File: src/rtl/pipeline_idex.sv
// ID/EX pipeline register with load-use hazard detection, flush/hold control
// and saturating stall/flush event counters.
module pipeline_idex #(
    parameter int unsigned CntWidth = 16
) (
    input  logic                clk,
    input  logic                reset,
    input  logic                Hold,
    input  logic                Flush,
    input  logic                CntClr,
    input  logic [4:0]          ID_Rs,
    input  logic [4:0]          ID_Rt,
    input  logic [4:0]          ID_Rd,
    input  logic                ID_RegWr,
    input  logic                ID_MemRd,
    input  logic                ID_MemWr,
    input  logic                ID_MemtoReg,
    input  logic                ID_ALUSrc,
    input  logic                ID_RegDst,
    input  logic [3:0]          ID_ALUOp,
    input  logic [31:0]         ID_BusA,
    input  logic [31:0]         ID_BusB,
    input  logic [31:0]         ID_Imm32,
    input  logic [31:0]         ID_PC4,
    output logic [4:0]          IDEX_Rs,
    output logic [4:0]          IDEX_Rt,
    output logic [4:0]          IDEX_Rd,
    output logic                IDEX_RegWr,
    output logic                IDEX_MemRd,
    output logic                IDEX_MemWr,
    output logic                IDEX_MemtoReg,
    output logic                IDEX_ALUSrc,
    output logic                IDEX_RegDst,
    output logic [3:0]          IDEX_ALUOp,
    output logic [31:0]         IDEX_BusA,
    output logic [31:0]         IDEX_BusB,
    output logic [31:0]         IDEX_Imm32,
    output logic [31:0]         IDEX_PC4,
    output logic                IDEX_Valid,
    output logic                Stall,
    output logic                PC_Wr,
    output logic                IFID_Wr,
    output logic [CntWidth-1:0] StallCnt,
    output logic [CntWidth-1:0] FlushCnt
);

    typedef struct packed {
        logic [4:0]  rs;
        logic [4:0]  rt;
        logic [4:0]  rd;
        logic        reg_wr;
        logic        mem_rd;
        logic        mem_wr;
        logic        mem_to_reg;
        logic        alu_src;
        logic        reg_dst;
        logic [3:0]  alu_op;
        logic [31:0] bus_a;
        logic [31:0] bus_b;
        logic [31:0] imm32;
        logic [31:0] pc4;
        logic        valid;
    } idex_t;

    localparam logic [CntWidth-1:0] CntMax = '1;
    localparam logic [CntWidth-1:0] CntOne = {{(CntWidth - 1){1'b0}}, 1'b1};

    idex_t               id_in;
    idex_t               idex_d, idex_q;
    logic                stall;
    logic                bubble;
    logic [CntWidth-1:0] stall_cnt_d, stall_cnt_q;
    logic [CntWidth-1:0] flush_cnt_d, flush_cnt_q;

    // Load-use hazard against the load sitting in EX; a flush kills the
    // consumer anyway, so it suppresses the stall.
    always_comb begin
        stall = 1'b0;
        if (idex_q.valid && idex_q.mem_rd && (idex_q.rt != 5'd0) && !Flush) begin
            stall = (idex_q.rt == ID_Rs) || (idex_q.rt == ID_Rt);
        end
    end

    assign bubble = Flush || stall;

    always_comb begin
        id_in            = '0;
        id_in.rs         = ID_Rs;
        id_in.rt         = ID_Rt;
        id_in.rd         = ID_Rd;
        id_in.reg_wr     = ID_RegWr;
        id_in.mem_rd     = ID_MemRd;
        id_in.mem_wr     = ID_MemWr;
        id_in.mem_to_reg = ID_MemtoReg;
        id_in.alu_src    = ID_ALUSrc;
        id_in.reg_dst    = ID_RegDst;
        id_in.alu_op     = ID_ALUOp;
        id_in.bus_a      = ID_BusA;
        id_in.bus_b      = ID_BusB;
        id_in.imm32      = ID_Imm32;
        id_in.pc4        = ID_PC4;
        id_in.valid      = 1'b1;
    end

    always_comb begin
        idex_d = idex_q;
        if (!Hold) begin
            idex_d = bubble ? '0 : id_in;
        end
    end

    always_comb begin
        stall_cnt_d = stall_cnt_q;
        flush_cnt_d = flush_cnt_q;
        if (!Hold) begin
            if (CntClr) begin
                stall_cnt_d = '0;
                flush_cnt_d = '0;
            end else begin
                if (Flush && (flush_cnt_q != CntMax)) begin
                    flush_cnt_d = flush_cnt_q + CntOne;
                end
                if (stall && (stall_cnt_q != CntMax)) begin
                    stall_cnt_d = stall_cnt_q + CntOne;
                end
            end
        end
    end

    always_ff @(posedge clk or negedge reset) begin
        if (!reset) begin
            idex_q      <= '0;
            stall_cnt_q <= '0;
            flush_cnt_q <= '0;
        end else begin
            idex_q      <= idex_d;
            stall_cnt_q <= stall_cnt_d;
            flush_cnt_q <= flush_cnt_d;
        end
    end

    assign IDEX_Rs       = idex_q.rs;
    assign IDEX_Rt       = idex_q.rt;
    assign IDEX_Rd       = idex_q.rd;
    assign IDEX_RegWr    = idex_q.reg_wr;
    assign IDEX_MemRd    = idex_q.mem_rd;
    assign IDEX_MemWr    = idex_q.mem_wr;
    assign IDEX_MemtoReg = idex_q.mem_to_reg;
    assign IDEX_ALUSrc   = idex_q.alu_src;
    assign IDEX_RegDst   = idex_q.reg_dst;
    assign IDEX_ALUOp    = idex_q.alu_op;
    assign IDEX_BusA     = idex_q.bus_a;
    assign IDEX_BusB     = idex_q.bus_b;
    assign IDEX_Imm32    = idex_q.imm32;
    assign IDEX_PC4      = idex_q.pc4;
    assign IDEX_Valid    = idex_q.valid;

    assign Stall    = stall;
    assign PC_Wr    = !(stall || Hold);
    assign IFID_Wr  = !(stall || Hold);
    assign StallCnt = stall_cnt_q;
    assign FlushCnt = flush_cnt_q;

    // A stall inserts a bubble, and a bubble can never trigger another stall.
    a_stall_one_cycle: assert property (@(posedge clk) disable iff (!reset)
        (stall && !Hold) |=> (!IDEX_Valid && !stall));

    a_stall_cnt_sat: assert property (@(posedge clk) disable iff (!reset)
        (stall_cnt_q == CntMax && !CntClr) |=> (stall_cnt_q == CntMax));

    a_flush_cnt_sat: assert property (@(posedge clk) disable iff (!reset)
        (flush_cnt_q == CntMax && !CntClr) |=> (flush_cnt_q == CntMax));

endmodule
File: config.mk
export PLATFORM = sky130hd
export DESIGN_NAME = pipeline_idex
export DESIGN_NICKNAME = d
export VERILOG_FILES = /design/src/rtl/pipeline_idex.sv
export SDC_FILE = /design/constraint.sdc
export NUM_CORES = 1
export LEC_CHECK = 0
export CAP_MARGIN = 25
export CORE_MARGIN = 4
export CORE_UTILIZATION = 42
export DETAILED_ROUTE_END_ITERATION = 6
export GPL_TIMING_DRIVEN = 0
export PLACE_DENSITY = 0.86
export SLEW_MARGIN = 25
export SYNTH_ARGS = -nofsm -noshare
export SYNTH_HDL_FRONTEND = slang
export SYNTH_SLANG_ARGS = --single-unit
export TNS_END_PERCENT = 100
File: constraint.sdc
create_clock -name clk -period 2.49 [get_ports clk]
set_clock_uncertainty 0.2 [all_clocks]
set_input_delay 0.249 -clock clk [delete_from_list [all_inputs] [get_ports clk]]
set_output_delay 0.249 -clock clk [all_outputs]
set_load 0.005 [all_outputs]
==> impl_metrics.ini, run 1 <==
[setup_path]
cp_data_arrival_time_ps = 2810
timing.critical_path.from_type = flop
crit_path_max_fanout = 7
worst_path_most_repeated_cell = sky130_fd_sc_hd__buf_4
crit_type = reg2reg
library_cell_contributing_the_largest_single_delay_on_the_critical_path = sky130_fd_sc_hd__dfrtp_2
worst_setup_path_end_kind = flop
cpPeakStageDelay_ps = 440
critPathRequiredTime_ps = 2600
worst-r2r-setup-slack_ps = -210
crit_path_cell_trace = xnor2_1 -> nand3_2 -> buf_4 -> buf_4 -> buf_4 -> buf_4 -> o22ai_4 -> a211oi_2 -> buf_6 -> buf_12 -> buf_12 -> buf_16 -> a22o_1

[global_routing]
grt_start_max_net_pins = 86
grt_pass1_vias = 7135
grt-ovfl-total = 0
grt_first_pass_wirelength_um = 41200
gr-usage-all-layers_pct = 26.2
grt_antenna_before_repair = 1

[timing]
period_share_pct = 108
slew-limit-headroom_pct = 50.1
unrepaired_setup_endpoints_after_global_routing = true
setup_viol = 159
finalHoldViolations = 0
timing.final.ws_setup_ps = -208
max_freq_ghz = 0.371
final_period_minus_worst_setup_slack_ps = 2700
slew_viol_final = 0
max_slew.worst_pin.slew_ps = 743

[power_and_ir_drop]
share_clk_of_total_power_pct = 36.6
total_internal_power_mw = 5.68
p_comb_share_pct = 18.8
power.net_switching_mw = 1.94
worst_ir_drop_vdd_mv = 0.530
seq_power_share_pct = 44.6
p_leak_nw = 5.44
pwr_cell_area_nw_per_um2 = 603
switching_share_pct = 25.5
p_total_mw = 7.62

[run]
maxCapViolations = 0

[synthesis]
synth.distinct_cells = 45
synthesis.nets = 754
netlist.area_leader.share_pct = 61.6
synth_top_flop_cell = sky130_fd_sc_hd__dfrtp_1
ys_seq_elements = 186
post-synth-top-area-cell = sky130_fd_sc_hd__dfrtp_1
synth_enable_flop_cells = 0
synth_sequential_area_ratio_pct = 61.6
synth_warnings = 0
post_synth_instance_area_sq_um = 7560
postSynthCellCount = 594
avgSynthCellArea_sq_um = 12.7
post_synth_main_area_contributors = sky130_fd_sc_hd__dfrtp_1 62%, sky130_fd_sc_hd__a22o_1 18%, sky130_fd_sc_hd__nand2_1 1.9%
async_flop_share_pct = 100

[detailed_routing]
finalWirelength_um = 28100
post_drt_via_cell_ratio = 5.67
drc_errors = 0
dr_total_vias = 7011
wirelength_met1_um = 10500
top_layer = met4
ant_nets = 0
drt-initial-drc-count = 400
met2RoutedLength_um = 14500
drt_pass1_iterations = 5
met3RoutedLength_um = 2360
wl_per_cell_um = 22.7

[cts]
cts_tree = yes
clock_sink_count = 186
clk_pin_slew_ps = 80
cts_made_buffers = 17
clock_insertion_delay_worst_skew_ps = 430
clockBufferDepth = 2
htree_num_levels = 4
clock-root-buffer = sky130_fd_sc_hd__clkbuf_16

[finish]
nNetsFinal = 1157
layout_commonest_cell = sky130_fd_sc_hd__clkdlybuf4s50_1
layout.cells.most_common_list = 340 x sky130_fd_sc_hd__clkdlybuf4s50_1, 180 x sky130_fd_sc_hd__dfrtp_1, 152 x sky130_fd_sc_hd__a22o_1, 37 x sky130_fd_sc_hd__nand2_1
layout-drive-gt1-share_pct = 13.1
syn_to_final_growth_pct = 67.2

[floorplan]
floorplan.die_area_sq_um = 20200
boundaryPins = 347
rows = 48
chipHeight_um = 142
core_region_area_sq_um = 17500
initial_utilization_pct = 43.2
chipWidth_um = 142

[min_path]
holdCritPathClass = in2async

[placed_design]
gp_congestion = 0.879
dp_slack_ps = -981
place.detailed.hpwl_um = 19300
placement.io_buffers = 344

[status]
run_status = complete, but fails checks
failed_checks = negative setup slack
==> area by class of cell <==
cell class	count	area (sq um)
plain buffers	49	382
inverters	6	22.5
clock inverters	13	158
multi-input cells	352	2740
fillers	1174	4840
flip-flops and latches	186	4660
repair buffers	385	3940
well taps	225	282
diodes	1	2.50
clock buffers	19	443
==> synth_stat cells, types with 4 or more instances <==
master and instances:
sky130_fd_sc_hd__xnor2_1 10, sky130_fd_sc_hd__buf_2 10, sky130_fd_sc_hd__nor2_1 13, sky130_fd_sc_hd__o21ai_0 15, sky130_fd_sc_hd__buf_8 7, sky130_fd_sc_hd__inv_1 5
sky130_fd_sc_hd__nand4_1 6, sky130_fd_sc_hd__mux2i_1 10, sky130_fd_sc_hd__dfrtp_1 186, sky130_fd_sc_hd__o311ai_0 11, sky130_fd_sc_hd__nand2_1 38, sky130_fd_sc_hd__nor4_1 8
sky130_fd_sc_hd__or4_1 8, sky130_fd_sc_hd__a22o_1 153, sky130_fd_sc_hd__o211ai_1 7, sky130_fd_sc_hd__and3_1 4, sky130_fd_sc_hd__nand3_1 23, sky130_fd_sc_hd__clkbuf_1 30
sky130_fd_sc_hd__a311o_1 4, sky130_fd_sc_hd__or2_2 4
==> final timing paths <==
path | from | to | cells after the start
hold reg to reg | IDEX_BusB[29] | IDEX_BusB[29] | 1
min in group clk | ID_PC4[18] | IDEX_PC4[18] | 2
hold / removal | reset | IDEX_BusB[23] | 2
setup reg to reg | IDEX_Rt[4] | IDEX_BusB[30] | 13
setup / recovery | IDEX_Rt[4] | IDEX_BusB[30] | 13
max in group asynchronous | reset | IDEX_Rt[0] | 3
==> timing repair <==
action | in CTS | in global routing
gates resized for setup | 54 | 40
gates cloned | 3 | 3
hold buffers | 1 | 0
endpoints found under the setup margin | 153 | 175
setup buffers | 21 | 11
pin swaps | 11 | 12
endpoints found under the hold margin | 186 | 0
==> worst max-delay path, delay by kind of cell, from the launching register on <==
| family | cells | cell delay [ps] |
|---|---|---|
| AOI/OAI and AO/OA | 3 | 500 |
| buffers and inverters | 8 | 1080 |
| xor gates and xnor gates | 1 | 220 |
| and+or+nand+nor | 1 | 140 |
| DFF | 1 | 440 |
==> state kept, by name (all words and copies together) (netlist names), 4 cells and up <==
| register | count |
|---|---|
| IDEX_BusA | 32 |
| IDEX_BusB | 32 |
| IDEX_Imm32 | 32 |
| IDEX_PC4 | 32 |
| FlushCnt | 16 |
| StallCnt | 16 |
| IDEX_Rd | 5 |
| IDEX_Rs | 5 |
| IDEX_Rt | 5 |
| IDEX_ALUOp | 4 |
==> power groups by stage <==
stage                     Combinational, mW  Sequential, mW  Clock (mW)
final                                  1.43            3.40        2.79
after global routing                   1.52            3.42        2.96
after CTS                              1.38            3.39        2.83
after detailed placement               1.28            3.44           0
after global placement                 1.24            3.44           0
after floorplan                       0.359            3.44           0
==> kinds of logic after synthesis <==
| logic type | share of synthesized area (%) |
|---|---|
| AO/OA/AOI/OAI | 22.8 |
| flip-flops | 61.6 |
| AND/OR/NAND/NOR | 8.68 |
| buffers and inverters | 4.09 |
| XOR/XNOR | 1.16 |
| multiplexers | 1.32 |
| adder cells (fa/ha/maj) | 0.331 |
==> routing by layer <==
metal  vias to the layer above  GRT usage (%)
met5                         -              0
met2                       388           46.3
met3                        50           6.52
met1                      3467           31.4
li1                       3106              -
met4                         0           8.03
==> through the flow <==
stage	util, %	cells	hold slack, ps	cell area (sq um)	TNS, ps
2_1_floorplan	-	594	-247	7560	0
3_3_place_gp	64.5	1163	292	11300	-1264260
3_5_place_dp	64.9	1165	-65.5	11300	-31660
4_1_cts	70.8	1222	53.1	12400	-15480
5_1_grt	72.3	1236	78.1	12600	-29650
6_report	72.3	1236	65.7	12600	-18090
Note: power is estimated with default switching activity, not from simulation.
==> run 2, diff against run 1 <==
==> constraint.sdc (replaced) <==
create_clock -name clk -period 2.9 [get_ports clk]
set_clock_uncertainty 0.2 [all_clocks]
set_input_delay 0.29 -clock clk [delete_from_list [all_inputs] [get_ports clk]]
set_output_delay 0.29 -clock clk [all_outputs]
set_load 0.01 [all_outputs]
==> run 2 against run 1 <==
  * The flow now finishes without violations
  * Global-route usage shrank 0.83 points
  * Routed wire length shrank 6.7%
  * First-iteration DRC count shrank 3.8%
  * Cell count shrank 2.8%
  * Worst setup slack gained 350 ps
  * Via count shrank 3.7%
  * Core utilization shrank 3.6 points
  * Cell area shrank 4.9%
  * Critical path type is now reg2out
  * Combinational power shrank 17%
==> impl_metrics.ini, run 2 (synthesized netlist as in run 1, its figures left out) <==
[cts]
clock_sink_count = 186
cts_made_buffers = 17
cts_tree = yes
clockBufferDepth = 2
clock-root-buffer = sky130_fd_sc_hd__clkbuf_16
clock_insertion_delay_worst_skew_ps = 430
htree_num_levels = 4
clk_pin_slew_ps = 80

[global_routing]
grt_pass1_vias = 6889
gr-usage-all-layers_pct = 25.3
grt-ovfl-total = 0
grt_antenna_before_repair = 1
grt_first_pass_wirelength_um = 39700
grt_start_max_net_pins = 86

[timing]
slew-limit-headroom_pct = 53.8
timing.final.ws_setup_ps = 138
hold_ws_ps = 97.2
period_share_pct = 95.2
slew_viol_final = 0
max_freq_ghz = 0.362
final_period_minus_worst_setup_slack_ps = 2760
unrepaired_setup_endpoints_after_global_routing = false
max_slew.worst_pin.slew_ps = 693
setup_viol = 0
finalHoldViolations = 0

[setup_path]
path_delay_family = simple AND/OR/NAND/NOR gates
number_of_buffer_and_inverter_stages_on_the_critical_path = 2
library_cell_contributing_the_largest_single_delay_on_the_critical_path = sky130_fd_sc_hd__or4_4
timing.critical_path.from_type = flop
cpPeakStageDelay_ps = 560
crit_path_max_fanout = 5
cp_data_arrival_time_ps = 2270
crit_path_cell_trace = or4_4 -> o2111ai_4 -> nor2_2 -> nor2_1 -> buf_4 -> dlygate4sd2_1
r2r_cells = 9
worst_setup_path_end_kind = output port
critPathRequiredTime_ps = 2410
critical_path.startpoint = IDEX_Rt[1]
crit_type = reg2out
r2r_start = IDEX_Rt[1]
crit_cells = 6

[finish]
syn_to_final_growth_pct = 58.9
layout-drive-gt1-share_pct = 7.59
post-route-cell-area_sq_um = 12000
nNetsFinal = 1122
core_util_final_pct = 68.7
layout.cells.most_common_list = 340 x sky130_fd_sc_hd__clkdlybuf4s50_1, 181 x sky130_fd_sc_hd__dfrtp_1, 153 x sky130_fd_sc_hd__a22o_1, 38 x sky130_fd_sc_hd__nand2_1, 29 x sky130_fd_sc_hd__clkbuf_1
layout_commonest_cell = sky130_fd_sc_hd__clkdlybuf4s50_1

[detailed_routing]
drt_pass1_iterations = 5
drc_errors = 0
ant_nets = 0
met3RoutedLength_um = 2130
top_layer = met4
finalWirelength_um = 26200
wirelength_met1_um = 10300
post_drt_via_cell_ratio = 5.62
dr_total_vias = 6749
wl_per_cell_um = 21.8
drt-initial-drc-count = 385
met2RoutedLength_um = 13200

[status]
run_status = complete, no violations

[power_and_ir_drop]
total_internal_power_mw = 4.79
p_leak_nw = 5.14
seq_power_share_pct = 44.9
power.net_switching_mw = 1.69
share_clk_of_total_power_pct = 36.9
pwr_cell_area_nw_per_um2 = 540
worst_ir_drop_vdd_mv = 0.456
p_comb_share_pct = 18.2
switching_share_pct = 26.1

[floorplan]
chipWidth_um = 142
chipHeight_um = 142
core_region_area_sq_um = 17500
floorplan.die_area_sq_um = 20200
rows = 48
boundaryPins = 347
initial_utilization_pct = 43.2

[placed_design]
dp_slack_ps = -687
placedInstanceArea_sq_um = 11300
place.detailed.hpwl_um = 19300
gp_congestion = 0.879
placement.io_buffers = 344

[run]
maxCapViolations = 0

[min_path]
holdCritPathClass = in2async
==> run 2: repair_timing <==
| action | 4_1_cts | 5_1_grt |
|---|---|---|
| hold buffers | 1 | 0 |
| pin swaps | 2 | 0 |
| buffers inserted | 3 | 1 |
| setup endpoints to repair | 3 | 2 |
| resized for setup | 11 | 4 |
| endpoints found under the hold margin | 186 | 0 |
==> run 2: worst register-to-register path: cells and delay by family (launching register included) <==
family | cells | cell delay [ps]
AOI/OAI and AO/OA | 3 | 630
buffers and inverters | 5 | 810
DFF | 1 | 450
and+or+nand+nor | 1 | 560
==> run 2: final timing paths <==
kind	end	slack, ps
worst max-delay path	PC_Wr	140
worst min-delay path	IDEX_BusB[23]	100
worst max register to register	IDEX_BusB[5]	170
worst min register to register	IDEX_Rs[1]	310
max in group asynchronous	IDEX_Rt[4]	1620
min in group clk	IDEX_PC4[18]	240
==> run 2: area by class of cell <==
cell class	instances	area, sq um
tap	225	282
clock buffer	19	443
fill	1275	5470
antenna	1	2.50
inverter	6	22.5
multi-input combinational	352	2620
buffer	48	279
timing repair buffer	351	3540
clock inverter	13	158
sequential	186	4660
==> run 2: routing by layer <==
| metal | GRT usage, % | vias to the layer above |
|---|---|---|
| met5 | 0 | - |
| met4 | 8.18 | 0 |
| met3 | 6.82 | 31 |
| met2 | 43.3 | 327 |
| met1 | 31.3 | 3362 |
| li1 | - | 3029 |
==> run 2: power by group through the flow <==
stage                     Clock (mW)  Sequential (mW)  Combinational [mW]
after floorplan                    0             3.03               0.308
after global placement             0             2.95                1.14
after detailed placement           0             2.96                1.17
after CTS                       2.43             2.91                1.19
after global routing            2.54             2.94                1.25
final                           2.39             2.91                1.18
==> run 2: per-stage QoR <==
step	total power, mW	setup TNS [ps]	instances
floorplan	3.34	0	594
global placement	4.09	-1168990	1163
detailed placement	4.13	-1640	1165
CTS	6.53	0	1200
global route	6.73	0	1201
finish	6.49	0	1201
==> run 3, diff against run 2 <==
--- a/config.mk
+++ b/config.mk
@@ -6,7 +6,7 @@
 export NUM_CORES = 1
 export LEC_CHECK = 0
 export CAP_MARGIN = 25
-export CORE_MARGIN = 4
+export CORE_MARGIN = 5
 export CORE_UTILIZATION = 42
 export DETAILED_ROUTE_END_ITERATION = 6
 export GPL_TIMING_DRIVEN = 0
==> run 3 against run 2 <==
  * Core utilization decreased by 1.3 points
  * Clock power decreased by 4%
  * First-iteration DRC count increased by 18%
  * Critical endpoint unchanged
  * Sequential share of layout area about the same
  * Largest power group unchanged
  * Maximum frequency increased by 0.11%
  * Sequential power about the same
  * Critical path depth increased by 2
  * Cell count increased by 0.50%
  * Hold slack improved by 5.1 ps
  * Total power decreased by 1.2%
  * Routed wire length increased by 2.6%
  * Register-to-register slack improved by 30 ps
  * Highest routed layer unchanged
==> impl_metrics.ini, run 3 (synthesized netlist as in run 1, its figures left out) <==
[finish]
layout.cells.most_common_list = 340 x sky130_fd_sc_hd__clkdlybuf4s50_1, 181 x sky130_fd_sc_hd__dfrtp_1, 153 x sky130_fd_sc_hd__a22o_1, 38 x sky130_fd_sc_hd__nand2_1, 30 x sky130_fd_sc_hd__clkbuf_1
core_util_final_pct = 67.4
syn_to_final_growth_pct = 59.1
layout-drive-gt1-share_pct = 8.00
post-route-cell-area_sq_um = 12000
layout_commonest_cell = sky130_fd_sc_hd__clkdlybuf4s50_1
fill_cells = 1304
nNetsFinal = 1122

[power_and_ir_drop]
share_clk_of_total_power_pct = 35.8
p_total_mw = 6.41
p_leak_nw = 5.14
pwr_cell_area_nw_per_um2 = 533
worst_ir_drop_vdd_mv = 0.469
seq_power_share_pct = 45.6
switching_share_pct = 26.9
p_comb_share_pct = 18.6
power.net_switching_mw = 1.72
total_internal_power_mw = 4.69

[detailed_routing]
finalWirelength_um = 26900
wl_per_cell_um = 22.3
drc_errors = 0
ant_nets = 0
dr_total_vias = 6747
post_drt_via_cell_ratio = 5.59
drt-initial-drc-count = 453
drt_pass1_iterations = 5

[timing]
slew-limit-headroom_pct = 41.1
max_slew.worst_pin.slew_ps = 883
final_period_minus_worst_setup_slack_ps = 2760
max_freq_ghz = 0.362
period_share_pct = 95.1
slew_viol_final = 0
setup_viol = 0
finalHoldViolations = 0
timing.final.ws_setup_ps = 141

[cts]
clock-root-buffer = sky130_fd_sc_hd__clkbuf_16
cts_tree = yes
clock_sink_count = 186
htree_num_levels = 4
clk_pin_slew_ps = 70
clock_insertion_delay_worst_skew_ps = 430
cts_made_buffers = 17
clockBufferDepth = 2

[setup_path]
library_cell_contributing_the_largest_single_delay_on_the_critical_path = sky130_fd_sc_hd__dfrtp_2
cp_data_arrival_time_ps = 2270
timing.critical_path.from_type = flop
crit_type = reg2out
path_delay_family = buffers and inverters
critPathRequiredTime_ps = 2410
worst-r2r-setup-slack_ps = 200
crit_path_cell_trace = xnor2_1 -> nand3_1 -> o22a_4 -> clkbuf_4 -> nor2_2 -> nor2_1 -> buf_4 -> dlygate4sd2_1
worst_setup_path_end_kind = output port
number_of_buffer_and_inverter_stages_on_the_critical_path = 3
crit_path_max_fanout = 10
cpPeakStageDelay_ps = 460

[run]
maxCapViolations = 0

[status]
run_status = complete, no violations

[global_routing]
gr-usage-all-layers_pct = 25.2
grt_pass1_vias = 7115
grt-ovfl-total = 0
grt_first_pass_wirelength_um = 40400
grt_antenna_before_repair = 2
grt_start_max_net_pins = 83

[floorplan]
chipHeight_um = 144
chipWidth_um = 144
initial_utilization_pct = 42.4
boundaryPins = 347
core_region_area_sq_um = 17800
floorplan.die_area_sq_um = 20800
rows = 49

[min_path]
holdCritPathClass = in2async

[placed_design]
gp_congestion = 0.866
place.detailed.hpwl_um = 19700
dp_slack_ps = -618
placedInstanceArea_sq_um = 11300
placement.io_buffers = 344
-- run 3: worst paths after layout --
check,from,endpoint,cells past startpoint
setup reg to reg,IDEX_Rt[2],IDEX_RegWr,8
max in group asynchronous,reset,IDEX_PC4[2],3
min in group clk,ID_PC4[15],IDEX_PC4[15],2
setup / recovery,IDEX_Rt[4],PC_Wr,8
hold / removal,reset,FlushCnt[0],2
hold reg to reg,IDEX_BusA[25],IDEX_BusA[25],1
-- run 3: metrics by stage --
step	std cells	hold slack, ps	TNS, ps
global route	1206	111	-15.9
finish	1207	102	0
floorplan	594	-206	0
detailed placement	1169	-47.4	-1490
global placement	1167	291	-1177400
CTS	1203	82.3	0
-- run 3: power by group through the flow --
| stage | clock [mW] | combinational [mW] | sequential [mW] |
|---|---|---|---|
| 2_1_floorplan | 0 | 0.308 | 3.03 |
| 3_3_place_gp | 0 | 1.15 | 2.95 |
| 3_5_place_dp | 0 | 1.18 | 2.96 |
| 4_1_cts | 2.32 | 1.19 | 2.92 |
| 5_1_grt | 2.44 | 1.27 | 2.94 |
| 6_report | 2.30 | 1.19 | 2.92 |
-- run 3: layer usage --
layer | GRT usage (%) | part of all wire, % | up-vias
met4 | 8.05 | 3.1 | 0
met3 | 8.23 | 9.2 | 44
met5 | 0 | 0 | -
met2 | 42.7 | 50 | 332
li1 | - | - | 3022
met1 | 30.7 | 38 | 3349
-- run 3: area by class of cell --
cell class	count	area, sq um	area share (%)
Sequential cell	186	4660	38.8
Timing Repair Buffer	350	3540	29.4
Buffer	49	287	2.38
Antenna cell	3	7.51	0.0625
Inverter	6	22.5	0.187
Tap cell	229	287	2.38
Clock buffer	19	433	3.60
Multi-Input combinational cell	352	2650	22.1
Clock inverter	13	134	1.11
-- run 3: timing repair --
item                                    CTS  global route
pin swaps                                 2             1
setup buffers                             2             1
endpoints found under the setup margin    3             3
hold endpoints to repair                186             0
hold buffers                              1             0
gates resized for setup                  11             9
-- run 3: worst register-to-register path, delay by kind of cell (launching register included) --
kind / cells / cell delay [ps]
AO/OA/AOI/OAI: 3 / 650
AND/OR/NAND/NOR: 1 / 550
buffers and inverters: 4 / 780
flip-flops: 1 / 470
